File: src/rtl/hazard_ctrl.sv
// ---------------------------------------------------------------------------
// hazard_ctrl
// Central hazard controller for the 5-stage RISC-V pipeline.
//   - Forwarding selects for the two execute-stage operands (M over W, x0 never).
//   - Load-use stall of F/D with a bubble flushed into E.
//   - Branch/jump flush of the D and E registers.
//   - Whole-pipeline freeze while data memory is not ready, guarded by a
//     watchdog FSM (RUN/WAIT/ERROR) that latches a sticky timeout error.
//   - Saturating performance counters for stall cycles and flush events.
//
// Ports:
//   clk_i, rst_ni                 clock (rising edge), async active-low reset
//   Rs1D_i, Rs2D_i                decode source registers
//   Rs1E_i, Rs2E_i                execute source registers
//   RdE_i, RdM_i, RdW_i           destination registers in E/M/W
//   ResultSrcE_i                  result select in E (2'b01 = load)
//   RegWriteM_i, RegWriteW_i      write-back enables in M/W
//   PCSrcE_i                      taken branch/jump resolved in E
//   MemReqM_i, DMemReady_i        M-stage memory request / completion
//   ForwardAE_o, ForwardBE_o      00 regfile, 10 ALUResultM, 01 ResultW
//   StallF_o..StallW_o            hold the stage register
//   FlushD_o, FlushE_o            synchronous clear of the D/E registers
//   MemTimeout_o                  sticky watchdog error
//   StallCycles_o, FlushCount_o   saturating activity counters
//   dbg_state_o                   FSM state (0 RUN, 1 WAIT, 2 ERROR)
// ---------------------------------------------------------------------------
module hazard_ctrl #(
   parameter int REGISTER_ADDRESS_WIDTH = 5,
   parameter int TIMEOUT                = 16,
   parameter int PERF_WIDTH             = 16
) (
   input  logic                              clk_i,
   input  logic                              rst_ni,
   input  logic [REGISTER_ADDRESS_WIDTH-1:0] Rs1D_i,
   input  logic [REGISTER_ADDRESS_WIDTH-1:0] Rs2D_i,
   input  logic [REGISTER_ADDRESS_WIDTH-1:0] Rs1E_i,
   input  logic [REGISTER_ADDRESS_WIDTH-1:0] Rs2E_i,
   input  logic [REGISTER_ADDRESS_WIDTH-1:0] RdE_i,
   input  logic [REGISTER_ADDRESS_WIDTH-1:0] RdM_i,
   input  logic [REGISTER_ADDRESS_WIDTH-1:0] RdW_i,
   input  logic [1:0]                        ResultSrcE_i,
   input  logic                              RegWriteM_i,
   input  logic                              RegWriteW_i,
   input  logic                              PCSrcE_i,
   input  logic                              MemReqM_i,
   input  logic                              DMemReady_i,
   output logic [1:0]                        ForwardAE_o,
   output logic [1:0]                        ForwardBE_o,
   output logic                              StallF_o,
   output logic                              StallD_o,
   output logic                              StallE_o,
   output logic                              StallM_o,
   output logic                              StallW_o,
   output logic                              FlushD_o,
   output logic                              FlushE_o,
   output logic                              MemTimeout_o,
   output logic [PERF_WIDTH-1:0]             StallCycles_o,
   output logic [PERF_WIDTH-1:0]             FlushCount_o,
   output logic [1:0]                        dbg_state_o
);

   localparam int WCW = $clog2(TIMEOUT) + 1;

   typedef enum logic [1:0] {
      ST_RUN   = 2'd0,
      ST_WAIT  = 2'd1,
      ST_ERROR = 2'd2
   } state_t;

   state_t                  state_q, state_d;
   logic [WCW-1:0]          wcnt_q, wcnt_d;
   logic [PERF_WIDTH-1:0]   stall_cnt_q, stall_cnt_d;
   logic [PERF_WIDTH-1:0]   flush_cnt_q, flush_cnt_d;
   logic                    freeze;
   logic                    lw_stall;
   logic                    any_stall;

   // Forwarding: M stage has priority over W, register x0 is never forwarded.
   always_comb begin
      ForwardAE_o = 2'b00;
      ForwardBE_o = 2'b00;
      if (RegWriteM_i && (RdM_i != '0) && (RdM_i == Rs1E_i))
         ForwardAE_o = 2'b10;
      else if (RegWriteW_i && (RdW_i != '0) && (RdW_i == Rs1E_i))
         ForwardAE_o = 2'b01;
      if (RegWriteM_i && (RdM_i != '0) && (RdM_i == Rs2E_i))
         ForwardBE_o = 2'b10;
      else if (RegWriteW_i && (RdW_i != '0) && (RdW_i == Rs2E_i))
         ForwardBE_o = 2'b01;
   end

   // Watchdog FSM: next state and freeze. In WAIT the freeze follows ready
   // alone so the completing cycle is already unfrozen.
   always_comb begin
      state_d = state_q;
      wcnt_d  = wcnt_q;
      freeze  = 1'b0;
      unique case (state_q)
         ST_RUN: begin
            freeze = MemReqM_i & ~DMemReady_i;
            if (freeze) begin
               state_d = ST_WAIT;
               wcnt_d  = WCW'(1);
            end
         end
         ST_WAIT: begin
            freeze = ~DMemReady_i;
            if (DMemReady_i) begin
               state_d = ST_RUN;
               wcnt_d  = '0;
            end else if (wcnt_q == WCW'(TIMEOUT - 1)) begin
               state_d = ST_ERROR;
            end else begin
               wcnt_d = wcnt_q + WCW'(1);
            end
         end
         ST_ERROR: begin
            freeze = 1'b1;
         end
         default: begin
            state_d = ST_RUN;
            wcnt_d  = '0;
         end
      endcase
   end

   // Stall / flush outputs. Reset forces a flush and no stalls; a freeze
   // suppresses load-use and branch handling; a branch beats a load-use stall.
   always_comb begin
      lw_stall = (ResultSrcE_i == 2'b01) && (RdE_i != '0) &&
                 ((RdE_i == Rs1D_i) || (RdE_i == Rs2D_i));
      StallF_o = 1'b0;
      StallD_o = 1'b0;
      StallE_o = 1'b0;
      StallM_o = 1'b0;
      StallW_o = 1'b0;
      FlushD_o = 1'b0;
      FlushE_o = 1'b0;
      if (!rst_ni) begin
         FlushD_o = 1'b1;
         FlushE_o = 1'b1;
      end else if (freeze) begin
         StallF_o = 1'b1;
         StallD_o = 1'b1;
         StallE_o = 1'b1;
         StallM_o = 1'b1;
         StallW_o = 1'b1;
      end else begin
         StallF_o = lw_stall & ~PCSrcE_i;
         StallD_o = lw_stall & ~PCSrcE_i;
         FlushD_o = PCSrcE_i;
         FlushE_o = PCSrcE_i | lw_stall;
      end
   end

   // Saturating activity counters.
   always_comb begin
      any_stall   = StallF_o | StallD_o | StallE_o | StallM_o | StallW_o;
      stall_cnt_d = stall_cnt_q;
      flush_cnt_d = flush_cnt_q;
      if (any_stall && (stall_cnt_q != '1))
         stall_cnt_d = stall_cnt_q + PERF_WIDTH'(1);
      if (!freeze && PCSrcE_i && (flush_cnt_q != '1))
         flush_cnt_d = flush_cnt_q + PERF_WIDTH'(1);
   end

   always_ff @(posedge clk_i or negedge rst_ni) begin
      if (!rst_ni) begin
         state_q     <= ST_RUN;
         wcnt_q      <= '0;
         stall_cnt_q <= '0;
         flush_cnt_q <= '0;
      end else begin
         state_q     <= state_d;
         wcnt_q      <= wcnt_d;
         stall_cnt_q <= stall_cnt_d;
         flush_cnt_q <= flush_cnt_d;
      end
   end

   assign MemTimeout_o  = (state_q == ST_ERROR);
   assign StallCycles_o = stall_cnt_q;
   assign FlushCount_o  = flush_cnt_q;
   assign dbg_state_o   = state_q;

endmodule

File: config.mk
export PLATFORM = sky130hd
export DESIGN_NAME = hazard_ctrl
export DESIGN_NICKNAME = d
export VERILOG_FILES = /design/src/rtl/hazard_ctrl.sv
export SDC_FILE = /design/constraint.sdc
export NUM_CORES = 1
export LEC_CHECK = 0
export CAP_MARGIN = 25
export CORE_MARGIN = 1
export CORE_UTILIZATION = 40
export CTS_CLUSTER_DIAMETER = 30
export CTS_CLUSTER_SIZE = 10
export DETAILED_ROUTE_END_ITERATION = 10
export PLACE_DENSITY = 0.73
export SKIP_CTS_REPAIR_TIMING = 1
export SYNTH_ARGS = -nofsm -noshare
export SYNTH_HDL_FRONTEND = slang
export SYNTH_SLANG_ARGS = --single-unit
File: constraint.sdc
create_clock -name clk_i -period 2.9 [get_ports clk_i]
set_clock_uncertainty 0.05 [all_clocks]
set_input_delay 0.725 -clock clk_i [delete_from_list [all_inputs] [get_ports clk_i]]
set_output_delay 0.725 -clock clk_i [all_outputs]
set_load 0.01 [all_outputs]
Word level (Yosys, flattened, before mapping)
Cells that the tools add are included.
- $add $sub $neg: 3
- equality and inequality tests: 15
- mux-type cells: 21
- bitwise operators: 9
- reductions and logical operators: 19
- operator list (kind ; number):
    $add A16 B1 Y16 const B ; 2
    $ne A16 B16 Y1 const B ; 2
    $eq A5 B5 Y1 ; 6
    $mux W5 ; 3
    $pmux W5 S3 ; 1
    $reduce_bool A5 Y1 ; 3
    $logic_and A1 B1 Y1 ; 11
    $mux W1 ; 10
    $mux W2 ; 5
    $ne A3 B3 Y1 const B ; 2
    $pmux W2 S3 ; 1
    $reduce_and A3 Y1 ; 2
    $add A5 B1 Y5 const B ; 1
    $eq A5 B4 Y1 const B ; 1
    $eq A2 B1 Y1 const B ; 2
    $or A1 B1 Y1 ; 4
    $not A1 Y1 ; 3
    $pmux W1 S3 ; 1
    $and A1 B1 Y1 ; 2
    $eq A2 B2 Y1 const B ; 1
    $logic_not A2 Y1 ; 1
    $ne A2 B2 Y1 const B ; 1
    $logic_not A1 Y1 ; 1
    $logic_or A1 B1 Y1 ; 1
- register bits after elaboration: 39
- output and inout bits: 46
- word-level logic and storage cells: 71

Depth between registers and ports, before layout
- depth after elaboration: 10
- gate-level depth with buffers: 8
- mapped depth without buffers: 7

Least setup slack after synthesis
OpenSTA, ideal clock, no wires.
- kind: input to output
- start: in RdE_i[1]
- end: out StallF_o
- data arrival time: 2.016 ns
- data required time: 2.125 ns
- path slack: 0.109 ns
- cell stages on the path: 7
- buffers on the path: 2
- cells stage by stage: or4_1 -> nor2_1 -> nor3b_1 -> a21oi_4 -> buf_6 -> nor2_1 -> buf_4
- word-level cells in the longest chain between the ends: 6
- elaborated cells between the ends (all ways): 9
- classes of those cells: eq/ne: 2; mux: 2; bitwise: 1; reduce/logical: 4
- RTL lines (element ; RTL line ; source):
    from (decl) ; 38 ; input logic [REGISTER_ADDRESS_WIDTH-1:0] RdE_i,
    $eq A5 B5 Y1 or $reduce_bool A5 Y1 (tied branches) ; 131, 130 ;
    $logic_or A1 B1 Y1 or $logic_and A1 B1 Y1 (tied branches) ; 131, 130 ;
    $logic_and A1 B1 Y1 * ; 130 ; lw_stall = (ResultSrcE_i == 2'b01) && (RdE_i != '0) &&
    $and A1 B1 Y1 * ; -- ;
    $mux W1 * (2 in series) ; -- ;
    to (decl) ; 49 ; output logic StallF_o,
Mark *: on every way between the ends. The rest lies on a longest branch, timed or not.

Worst setup path after layout
- start: in Rs1D_i[4]
- end: out StallD_o
- word-level cells in the longest chain between the ends: 6
- RTL lines (element ; RTL line ; source):
    from (decl) ; 34 ; input logic [REGISTER_ADDRESS_WIDTH-1:0] Rs1D_i,
    $eq A5 B5 Y1 ; 131 ; ((RdE_i == Rs1D_i) || (RdE_i == Rs2D_i));
    $logic_or A1 B1 Y1 ; 131 ;
    $logic_and A1 B1 Y1 ; 130 ;
    $and A1 B1 Y1 ; 150 ; StallD_o = lw_stall & ~PCSrcE_i;
    $mux W1 ; 142 ; end else if (freeze) begin
    $mux W1 ; 139 ; if (!rst_ni) begin
    to (decl) ; 50 ; output logic StallD_o,
Every way passes these cells.

==> flow_metrics.py <==
metrics = {
    "critical_path": {
        "crit_arrival_ns": 2.11,
        "cp-endpoint": "StallD_o",
        "crit_chain": "clkdlybuf4s50_1 > xnor2_1 > nand3_1 > o22ai_2 > buf_4 > a21oi_4 > nor2_2 > buf_2",
        "slowest_delay_ns": 0.48,
        "reg2reg_setup_slack_ns": 0.76,
        "startpoint": "Rs1D_i[4]",
        "worstPathRequired_ns": 2.12,
        "start_kind": "primary input",
        "crit_fanout": 2,
        "critPathKind": "in2out",
        "critPathSlowestCell": "clkdlybuf4s50_1",
        "worst_r2r_startpoint": "dbg_state_o[1]",
        "worstSetupEndpointType": "output pin",
        "reg2reg_depth": 9,
        "timing.rr.end": "FlushCount_o[13]",
    },
    "final_layout": {
        "seq_area_um2": 976,
        "area_growth_pct": 59.8,
        "antennaDiodeCount": 0,
        "design_area_um2": 3770,
        "multi_input_area_um2": 1420,
        "fillers": 469,
        "nets": 403,
        "fin_util": 0.673,
        "drive_gt1_frac": 0.186,
    },
    "worst_hold_path": {
        "hold_path_class": "in2async",
    },
    "floorplan": {
        "core_um2": 5610,
        "die_w_um": 78.8,
        "fp-row-count": 27,
        "die_area_um2": 6210,
        "die_h_um": 78.8,
        "num_io_pins": 90,
        "initial_core_util": 0.421,
    },
    "yosys": {
        "synth_seq_cells": 39,
        "ys.flop_type": "dfrtp_1",
        "synthArstFlopShare": 1.00,
        "synth_seq_area_share": 0.413,
        "synth_top_area_share": 0.413,
        "netlist-cell-type-count": 39,
        "avgSynthCellArea_um2": 10.0,
        "synth_edf_count": 0,
        "yosys-top-cells-count": "dfrtp_1 (39), xnor2_1 (34), xor2_1 (27), nand2_1 (23), nand3_1 (14)",
        "synth_fp_nets": 283,
        "yosysMostFrequentCell": "dfrtp_1",
        "syn-cell-area_um2": 2360,
        "ys_top_cells_by_area": "dfrtp_1 (41%), xnor2_1 (13%), xor2_1 (10%), nand2_1 (3.7%), nand3_1 (3.0%)",
        "ys_warn_count": 0,
        "yosysTopAreaCell": "dfrtp_1",
        "synth_cells": 235,
    },
    "pwr": {
        "p_switching_mw": 0.558,
        "power.internal_mw": 1.25,
        "p_sw_frac": 0.309,
        "power_density_nw_per_um2": 478,
        "cellLeakagePower_nw": 1.82,
        "p_comb_frac": 0.336,
        "finalPower_mw": 1.80,
        "vdd_ir_drop_max_uv": 383,
        "clkPwrFrac": 0.239,
        "seqPwrFrac": 0.425,
    },
    "cts": {
        "insertion_delay_ns": 0.28,
        "htreeDepth": 2,
        "clk_path_buf_depth": 2,
        "clk_pin_slew_ns": 0.08,
        "cts_tree": "done",
        "clock_sinks": 39,
        "cts-root-buf": "clkbuf_8",
        "cts_buffers": 5,
    },
    "outcome": {
        "status": "complete, no violations",
    },
    "job": {
        "cap_violations": 0,
    },
    "global_routing": {
        "grt_pass1_wl_um": 9200,
        "track_usage": 0.188,
        "grt_overflow": 0,
        "grt_pass1_vias": 2051,
        "antenna_found_initial": 0,
        "grt_max_degree": 39,
    },
    "route": {
        "vias": 2149,
        "postRouteAntennaNets": 0,
        "drc": 0,
        "drt-pass1-iter-count": 4,
        "drt_wl_total_um": 6150,
        "avgViaCountPerCell": 5.03,
        "wl_per_cell_um": 14.4,
        "drt_first_iter_violations": 133,
    },
    "timing": {
        "finalSetupViolations": 0,
        "slew_violations": 0,
        "layout_min_cycle_time_ns": 2.89,
        "period_share": 0.997,
        "max_clock_freq_mhz": 346,
        "hold_violations": 0,
        "tightest_slew_ns": 0.469,
        "relSlewSlack": 0.687,
        "tns_ns": 0,
    },
    "placement": {
        "place_congestion": 0.906,
        "hpwlAfterDp_um": 4490,
        "placement.io_buffers": 89,
        "placed_area_um2": 3520,
    },
}
how the worst min path moves through the flow:
stage                            startpoint                end  slack [ns]  depth (start not counted)
after floorplan                      rst_ni    FlushCount_o[0]        0.38                          0
after global placement     FlushCount_o[13]   FlushCount_o[13]        0.43                          1
after detailed placement  StallCycles_o[15]  StallCycles_o[15]        0.43                          1
after CTS                            rst_ni          wcnt_q[4]        0.18                          1
after global routing                 rst_ni          wcnt_q[4]        0.18                          1
final                                rst_ni          wcnt_q[4]        0.19                          1
per-stage QoR:
step | std cells | setup WS (ns) | hold slack, ns
4_1_cts | 425 | -0.687 | 0.176
3_3_place_gp | 418 | -0.692 | 0.430
2_1_floorplan | 235 | 0.109 | 0.379
3_5_place_dp | 418 | -0.692 | 0.431
5_1_grt | 427 | -0.0508 | 0.176
6_report | 427 | 0.0101 | 0.186
metal layers:
layer / wire length (um) / share of wire / track usage
met1: 2670 / 0.43 / 0.236
met2: 3050 / 0.50 / 0.323
met3: 374 / 0.061 / 0.0402
met4: 56 / 0.0091 / 0.0564
met5: 0 / 0 / 0
critical path: cells and delay by family:
family | cells | cell delay, ns
AOI/OAI and AO/OA | 2 | 0.21
xor gates and xnor gates | 1 | 0.13
buffers and inverters | 3 | 0.77
and+or+nand+nor | 2 | 0.28
kinds of logic after synthesis:
| family | count (synthesis) | share of synthesized area |
|---|---|---|
| xor gates and xnor gates | 61 | 0.226 |
| DFF | 39 | 0.413 |
| AOI/OAI and AO/OA | 17 | 0.0541 |
| adders and majority gates | 4 | 0.0212 |
| muxes | 5 | 0.0228 |
| and+or+nand+nor | 99 | 0.237 |
| buffers and inverters | 10 | 0.0254 |
sequential cells by signal (all words and copies together) (netlist names):
name and flops:
FlushCount_o 16, wcnt_q 5, dbg_state_o 2, StallCycles_o 16
cells in the final DEF (no fill, tap or decap), drive strengths merged, types with 2 or more instances in the layout:
cell type	n
nand2b	2
o21ai	3
ha	4
and2	2
mux2i	2
and3	7
dlymetal6s2s	30
nor2	10
nor4	7
xnor2	34
nand4	9
clkdlybuf4s50	51
inv	3
dfrtp	39
a21oi	4
or4	5
nor3b	4
clkbuf	9
nand3	14
buf	36
o22ai	5
and4	2
nor3	8
nor4b	2
mux2	3
xor2	27
nand2	24
area by class of cell:
class                   instances  share of cell area
inverters                       3             0.00299
multi-input cells             186               0.376
clock inverters                 1             0.00796
clock buffers                   6              0.0192
well taps                      72              0.0239
repair buffers                120               0.311
flip-flops and latches         39               0.259
power by group through the flow:
stage                     sequential, mW  clock, mW  combinational, mW
after CTS                          0.766      0.447              0.602
after global routing               0.789      0.470              0.653
after detailed placement           0.775          0              0.597
final                              0.767      0.430              0.606
after global placement             0.773          0              0.585
after floorplan                    0.796          0              0.212
Power figures use the tool's default switching activity.
